File: config.mk
export PLATFORM = sky130hd
export DESIGN_NAME = bcd_addsub_serial
export DESIGN_NICKNAME = d
export VERILOG_FILES = /design/src/rtl/bcd_addsub_serial_pkg.sv /design/src/rtl/bcd_digit_alu.sv /design/src/rtl/bcd_addsub_serial.sv
export SDC_FILE = /design/constraint.sdc
export NUM_CORES = 1
export LEC_CHECK = 0
export CAP_MARGIN = 20
export CORE_UTILIZATION = 46
export CTS_CLUSTER_DIAMETER = 150
export DETAILED_ROUTE_END_ITERATION = 6
export GPL_ROUTABILITY_DRIVEN = 0
export GPL_TIMING_DRIVEN = 0
export PLACE_DENSITY_LB_ADDON = 0.05
export SLEW_MARGIN = 20
export SYNTH_ARGS = -nofsm -noshare
export SYNTH_HDL_FRONTEND = slang
export SYNTH_HIERARCHICAL = 1
export SYNTH_SLANG_ARGS = --single-unit
File: constraint.sdc
create_clock -name clk -period 4.68 [get_ports clk]
set_clock_uncertainty 0.1 [all_clocks]
set_input_delay 0.936 -clock clk [delete_from_list [all_inputs] [get_ports clk]]
set_output_delay 0.936 -clock clk [all_outputs]
set_load 0.02 [all_outputs]
File: src/rtl/bcd_addsub_serial_pkg.sv
// Shared definitions for the serial BCD adder/subtractor.
package bcd_addsub_serial_pkg;

  typedef enum logic [1:0] {
    IDLE = 2'd0,
    ADD  = 2'd1,
    FIX  = 2'd2,
    DONE = 2'd3
  } state_t;

  localparam logic [3:0] BCD_MAX  = 4'd9;
  localparam logic [3:0] BCD_CORR = 4'd6;

  // True when a nibble is not a legal BCD digit.
  function automatic logic bcd_bad_digit(input logic [3:0] d);
    return d > BCD_MAX;
  endfunction

endpackage

File: src/rtl/bcd_digit_alu.sv
// One BCD digit adder; optionally adds the nines' complement of y.
module bcd_digit_alu
  import bcd_addsub_serial_pkg::*;
(
  input  logic [3:0] x,
  input  logic [3:0] y,
  input  logic       cin,
  input  logic       compl,
  output logic [3:0] s,
  output logic       cout
);

  logic [3:0] yy;
  logic [4:0] raw;

  // Binary digit sum followed by decimal correction when it exceeds nine.
  always_comb begin
    yy   = compl ? (BCD_MAX - y) : y;
    raw  = {1'b0, x} + {1'b0, yy} + {4'b0000, cin};
    s    = raw[3:0];
    cout = 1'b0;
    if (raw > {1'b0, BCD_MAX}) begin
      s    = raw[3:0] + BCD_CORR;
      cout = 1'b1;
    end
  end

endmodule

File: src/rtl/bcd_addsub_serial.sv
// Digit-serial BCD add/subtract, LSD first, with 10's-complement fix-up
// pass for negative differences.
module bcd_addsub_serial
  import bcd_addsub_serial_pkg::*;
#(
  parameter int unsigned DIGITS = 4
) (
  input  logic                  clk,
  input  logic                  rst,
  input  logic                  start,
  input  logic [4*DIGITS-1:0]   a,
  input  logic [4*DIGITS-1:0]   b,
  input  logic                  m,
  output logic                  busy,
  output logic                  done,
  output logic [4*DIGITS-1:0]   f,
  output logic                  cout,
  output logic                  neg,
  output logic                  err
);

  localparam int unsigned IW = (DIGITS > 1) ? $clog2(DIGITS) : 1;
  localparam logic [IW-1:0] LAST = IW'(DIGITS - 1);

  state_t              state, state_nx;
  logic [4*DIGITS-1:0] a_r, b_r;
  logic                m_r;
  logic [IW-1:0]       idx;
  logic                carry;
  logic                bad;
  logic                last;
  logic [3:0]          alu_x, alu_y, alu_s;
  logic                alu_compl, alu_c;

  assign last = (idx == LAST);

  // Flag any operand nibble that is not a valid BCD digit.
  always_comb begin
    bad = 1'b0;
    for (int unsigned i = 0; i < DIGITS; i++) begin
      if (bcd_bad_digit(a[4*i +: 4]) || bcd_bad_digit(b[4*i +: 4])) bad = 1'b1;
    end
  end

  // The single digit ALU: operands in ADD, complement of the raw result in FIX.
  always_comb begin
    alu_x     = a_r[{idx, 2'b00} +: 4];
    alu_y     = b_r[{idx, 2'b00} +: 4];
    alu_compl = m_r;
    if (state == FIX) begin
      alu_x     = '0;
      alu_y     = f[{idx, 2'b00} +: 4];
      alu_compl = 1'b1;
    end
  end

  bcd_digit_alu u_alu (
    .x     (alu_x),
    .y     (alu_y),
    .cin   (carry),
    .compl (alu_compl),
    .s     (alu_s),
    .cout  (alu_c)
  );

  // Next-state and status decode.
  always_comb begin
    state_nx = state;
    busy     = (state != IDLE);
    done     = (state == DONE);
    case (state)
      IDLE: if (start) state_nx = bad ? DONE : ADD;
      ADD:  if (last)  state_nx = (m_r && !alu_c) ? FIX : DONE;
      FIX:  if (last)  state_nx = DONE;
      DONE: state_nx = IDLE;
      default: state_nx = IDLE;
    endcase
  end

  // State register.
  always_ff @(posedge clk) begin
    if (rst) state <= IDLE;
    else     state <= state_nx;
  end

  // Operand capture, digit index/carry and result registers.
  always_ff @(posedge clk) begin
    if (rst) begin
      a_r   <= '0;
      b_r   <= '0;
      m_r   <= 1'b0;
      idx   <= '0;
      carry <= 1'b0;
      f     <= '0;
      cout  <= 1'b0;
      neg   <= 1'b0;
      err   <= 1'b0;
    end else begin
      case (state)
        IDLE: if (start) begin
          a_r   <= a;
          b_r   <= b;
          m_r   <= m;
          idx   <= '0;
          carry <= m;  // subtract seeds the 10's-complement carry
          f     <= '0;
          cout  <= 1'b0;
          neg   <= 1'b0;
          err   <= bad;
        end
        ADD: begin
          f[{idx, 2'b00} +: 4] <= alu_s;
          carry                <= alu_c;
          if (last) begin
            idx <= '0;
            if (!m_r) cout <= alu_c;
            else if (!alu_c) begin
              // No end-around carry: result is negative, re-seed for FIX.
              neg   <= 1'b1;
              carry <= 1'b1;
            end
          end else begin
            idx <= idx + 1'b1;
          end
        end
        FIX: begin
          f[{idx, 2'b00} +: 4] <= alu_s;
          carry                <= alu_c;
          idx                  <= last ? '0 : idx + 1'b1;
        end
        default: ;
      endcase
    end
  end

endmodule
# Word level (Yosys, flattened, before mapping)
# Cells that the tools add are included.
[classes]
n_addsub = 6
order_cmp = 9
eq_ne = 10
n_shift = 5
muxes = 34
n_reduce_logical = 18
[op_table]
columns = ["op", "count"]
rows = [
  ["$shiftx 16x5->4", 3],
  ["$gt 4x4->1 const B", 8],
  ["$pmux 16 s2", 1],
  ["$bwmux 16", 1],
  ["$mux 1", 16],
  ["$mux 16", 1],
  ["$mux 4", 4],
  ["$shift 4x6->16 const A", 1],
  ["$shiftx 4x6->16", 1],
  ["$mux 2", 6],
  ["$ne 2x2->1 const B", 6],
  ["$pmux 2 s4", 1],
  ["$eq 2x2->1 const B", 3],
  ["$neg 4->6", 1],
  ["$reduce_and 2->1", 3],
  ["$reduce_bool 2->1", 3],
  ["$add 4x4->5", 1],
  ["$add 5x1->5", 1],
  ["$gt 5x4->1 const B", 1],
  ["$reduce_and 5->1", 1],
  ["$add 4x3->4 const B", 1],
  ["$logic_or 1x1->1", 4],
  ["$pmux 1 s2", 2],
  ["$pmux 2 s2", 1],
  ["other kinds (11)", 11],
]
[totals]
ff_bits = 57
input_bits = 36
out_inout_bits = 21
elab_cells = 92

# Logic depth before layout (Yosys ltp)
[logic_depth]
word_depth = 13
ltp_mapped = 21
mapped_depth_nobuf = 19

# Modules after synthesis
# The synthesis kept the hierarchy.
[by_module_without_submodules]
columns = ["module", "n_inst", "cells_per_inst", "area_per_inst_um2", "seq_area_each_um2"]
rows = [
  ["bcd_addsub_serial", 1, 319, 2840.2, 1141.1],
  ["bcd_digit_alu", 1, 35, 277.8, 0.0],
]

# Worst setup path before layout
# OpenSTA, ideal clock, no wires.
[synth_timing]
path_type = "register to register"
start = "register state[0]"
end = "register state[0]"
setup_time_ns = 0.095
t_arrival_ns = 3.576
required_ns = 4.485
setup_slack_ns = 0.909
path_stages_with_launch = 21
path_buffers = 2
period_less_slack_ns = 3.771
cell_sequence = "dfxtp_1 > inv_1 > ha_1 > buf_2 > buf_2 > mux4_1 > nand2_1 > nand2_1 > xnor2_1 > fa_1 > inv_1 > fa_1 > xnor2_1 > ha_1 > a31o_1 > o31a_2 > inv_1 > nor2b_1 > nor2b_1 > nor3_1 > a221oi_1"
[synth_via]
elab_chain_cells = 13
elab_cells_between_ends = 22
classes_between = "3 x add/sub; 1 x order compare; 6 x eq/ne; 8 x mux; 4 x reduce/logical"
[synth_lines]
columns = ["element", "line_no", "rtl"]
rows = [
  ["start: declaration", "bcd_addsub_serial.sv:25", "state_t state, state_nx;"],
  ["start signal: assignment", "bcd_addsub_serial.sv:83", "else state <= state_nx;"],
  ["$eq 2x2->1 *", "bcd_addsub_serial.sv:50", "if (state == FIX) begin"],
  ["$mux 4 *", "bcd_addsub_serial.sv:50", ""],
  ["named net alu_y[0]", "bcd_addsub_serial.sv:32", "logic [3:0] alu_x, alu_y, alu_s;"],
  ["$sub 4x4->4", "bcd_digit_alu.sv:18", "yy = compl ? (BCD_MAX - y) : y;"],
  ["$mux 4 *", "bcd_digit_alu.sv:18", ""],
  ["$add 4x4->5 *", "bcd_digit_alu.sv:19", "raw = {1'b0, x} + {1'b0, yy} + {4'b0000, cin};"],
  ["$add 5x1->5 *", "bcd_digit_alu.sv:19", ""],
  ["$gt 5x4->1 *", "bcd_digit_alu.sv:22", "if (raw > {1'b0, BCD_MAX}) begin"],
  ["$mux 1 *", "bcd_digit_alu.sv:22", ""],
  ["named net alu_c", "bcd_addsub_serial.sv:33", "logic alu_compl, alu_c;"],
  ["$logic_not 1->1 *", "n/a", ""],
  ["$logic_and 1x1->1 *", "bcd_addsub_serial.sv:73", "ADD: if (last) state_nx = (m_r && !alu_c) ? FIX : DONE;"],
  ["$mux 1 *", "bcd_addsub_serial.sv:73", ""],
  ["$mux 2 *", "bcd_addsub_serial.sv:73", ""],
  ["$pmux 2 s4 *", "bcd_addsub_serial.sv:71", "case (state)"],
]
# Mark *: on every way through the listed nets, which the timed path passes. The rest lies on a longest branch. The select of a mux whose other input is x is not followed.
# A chain may end at the register's enable or synchronous reset.

# Final worst setup path
# Same ends and word-level chain as after synthesis.

==> summary.md <==
| Metric | Value |
|---|---|
| Vias in the first global route | 2,605 |
| CP dominant cell by count | inv_1 |
| Crit path max-delay cell type | fa_1 |
| Placement Cell Area | 3775 sq um |
| 1st-iter DRT viols | 197 |
| Gr busiest metal | met2 |
| TritonCTS clock tree | yes |
| Final Hold Vio Count | 0 |
| Root Buffer | clkbuf_8 |
| PD cells | 541.0 nW/um^2 |
| Htree depth | 3 |
| Global-route wire length before repair | 13,100 um |
| Pre-antenna DRT Iters | 6 |
| WS Path Type | reg -> reg |
| Die W | approximately 84 um |
| Final setup vio count | 0 |
| Async S/R FF share, synth | 0 |
| Area occupied by multi-input gates | between 1500 and 2000 sq um |
| Die footprint | 7112 sq um |
| Post-Syn Instances | 354 |
| Placed cells | 487 |
| Avg Cell Area, Syn | between 8 and 9 sq um |
| Failing checks | DRC |
| Worst Tran Pin Value | 0.5738 ns |
| Period minus WS final | 4.253 ns |
| PortBufs | 56 |
| Core Box Area | 6459 sq um |
| FILL cells | around 610 |
| M3 GR Usage | 0.03835 |
| Die Ht | 84.33 um |
| Max Root-Sink Buffers | 2 |
| Starting Density | 0.4828 |
| Rows | 29 |
| Final HPWL DP | 6099 um |
| Max Clock Freq | about 240 MHz |
| Maximum vdd drop | about 0.00031 V |
| Post-CTS Repair Setup Buffers | 0 |
| Critical path, cell by cell | inv_1, ha_1, buf_2, buf_2, mux4_1, nand2_1, nand2_1, xnor2_1, fa_1, inv_1, fa_1, xnor2_1, ha_1, a31o_1, o31a_2, inv_1, nor2b_1, nor2b_1, nor3_1, a221oi_1 |
| Final-stage net count | 473 |
| P_leak | 0.001541 uW |
| P&R area growth vs syn | 26.85% |
| CP arrival | ~4.4 ns |
| Clk slew on worst S/H paths | 0.07 ns |
| Fin cells | 502 |
| Crit-path max cell delay | approximately 0.40 ns |
| Worst path required time | between 4 and 5 ns |
| I/O pin count | 57 |
| Via-per-instance ratio | approximately 5.5 |
| Mapped Area | 3118 sq um |
| Worst skew pair latency | 0.34 ns |
| Yosys warns | 6 |
| Most common flop cell mapped by yosys | dfxtp_1 |
| EDFF count, synth | 0 |
| Unrepaired setup endpoints after global routing | no |
| Register area | 1141 sq um |
| Routed WL | 7971 um |
| Antenna diode count | 0 |
| Hold_ws | 0.3535 ns |
| Largest net degree at the start of global routing | 11 |
| #FFs+latches synth | between 50 and 60 |
| Wire per inst | 15.88 um |
| Final worst-path cycle share | 0.9089 |
| Power Total | 2140 uW |
| Final routed DRC violation total | 7 |
| Total CTS buffers | 9 |
| M2 GR Usage | 0.3882 |
| Outcome | finished, violations left |
| Worst rel slew slack | 0.6174 |
| GR Util met1 | 0.3282 |
| Max Slew Vio Count | 0 |
| GR Overflow Total | 0 |
| Crit path capture type | flop |
| Layout cells sized above 1 | 0.1153 |
| Hold Path Class | reg -> reg |
| CP Launch Type | flop |
| Max cap viols | 0 |
| Via count | 2,739 |
| Detail Route Antenna Nets | 0 |
| Clk sinks | 57 |
| Hold_buf cts | 0 |
| GRT Util Overall | 0.2421 |
| Crit Path Max Fanout | 10 |
| Post-synthesis sequential area ratio | 0.3660 |
| Fin area | 3955 sq um |
| Post-Syn Nets | 406 |
| Initial antenna violation count | 0 |
| Yosys cell types | 51 |
| Final setup TNS | 0 ns |
| Post-cts resize count | 0 |
[worst max-delay path: cells and delay by family, from the launching register on]
kind,cells,cell delay [ns]
AO/OA/AOI/OAI,3,0.90
XOR/XNOR,2,0.37
adder cells (fa/ha/maj),4,1.01
buffers and inverters,5,0.73
flip-flops,1,0.33
multiplexers,1,0.33
AND/OR/NAND/NOR,5,0.37
[power breakdown]
group / switching [uW] / internal, uW / leakage [uW]
clock: 194 / 230 / 0.0000980
combinational: 648 / 453 / 0.000978
sequential: 53.0 / 563 / 0.000465
[metrics by stage]
stage | utilization | setup WS, ns
floorplan | - | 0.9091
global placement | 0.5845 | 0.4448
detailed placement | 0.5845 | 0.4455
CTS | 0.6124 | 0.3864
global route | 0.6124 | 0.05172
finish | 0.6124 | 0.4265
[layout by cell type (no fill, tap or decap), drive strengths merged, types with 2 or more instances in the layout]
cell and n:
nor3 5, dfxtp 57, nor4 4, mux2i 3, buf 15, nand2 88
fa 2, nor2b 7, a21oi 47, clkdlybuf4s50 56, nand4 4, clkbuf 17
a22oi 12, o21ai 15, clkinv 3, inv 16, nand2b 3, xnor2 4
nor2 16, mux4 12, nand3 4, ha 14, or2 3
[logic make-up after synthesis]
kind of cell	after synthesis	synth area share
fa+ha+maj	16	0.06902
mux	16	0.1132
compound gates	86	0.1653
xor+xnor	4	0.01123
flops	57	0.3660
simple gates	139	0.2119
buf+inv	36	0.06340
[area by class of cell]
cell class	count	area share
Multi-Input combinational cell	261	0.4499
Sequential cell	57	0.2885
Timing Repair Buffer	56	0.1417
Clock buffer	12	0.04176
Buffer	20	0.03290
Tap cell	77	0.02436
Inverter	16	0.01708
Clock inverter	3	0.003796
[state kept, by name, summed over array words and instances (netlist names)]
register	cells
f	16
carry	1
idx	2
m_r	1
a_r	16
err	1
state	2
cout	1
neg	1
b_r	16
[synthesized netlist by cell type (all sizes together) (2+ instances only)]
cell type,instances,share of area
nand2,88,0.11
mux2i,3,0.011
nand3,4,0.0064
nand2b,3,0.0068
o21ai,15,0.028
dfxtp,57,0.37
ha,14,0.056
buf,15,0.036
nand4,4,0.0080
mux4,12,0.099
clkbuf,5,0.0060
nor4,4,0.022
or2,3,0.0060
a21oi,47,0.077
nor3,5,0.0096
nor2,16,0.019
xnor2,4,0.011
fa,2,0.013
a22oi,12,0.029
inv,16,0.022
nor2b,7,0.014
[path summary, 6_finish.rpt]
check        slack (ns)  endpoint  depth (start not counted)     start
max                0.43  state[0]                         20  state[0]
min                0.35    a_r[7]                          2    a_r[7]
max reg2reg        0.43  state[0]                         20  state[0]
min reg2reg        0.35    a_r[7]                          2    a_r[7]
[per-layer routing]
metal  wire length (um)  up-vias
li1                   -     1373
met1               3742     1276
met2               3683       76
met3                392       14
met4                153        0
met5                  0        -
(Power assumes the default switching activity.)
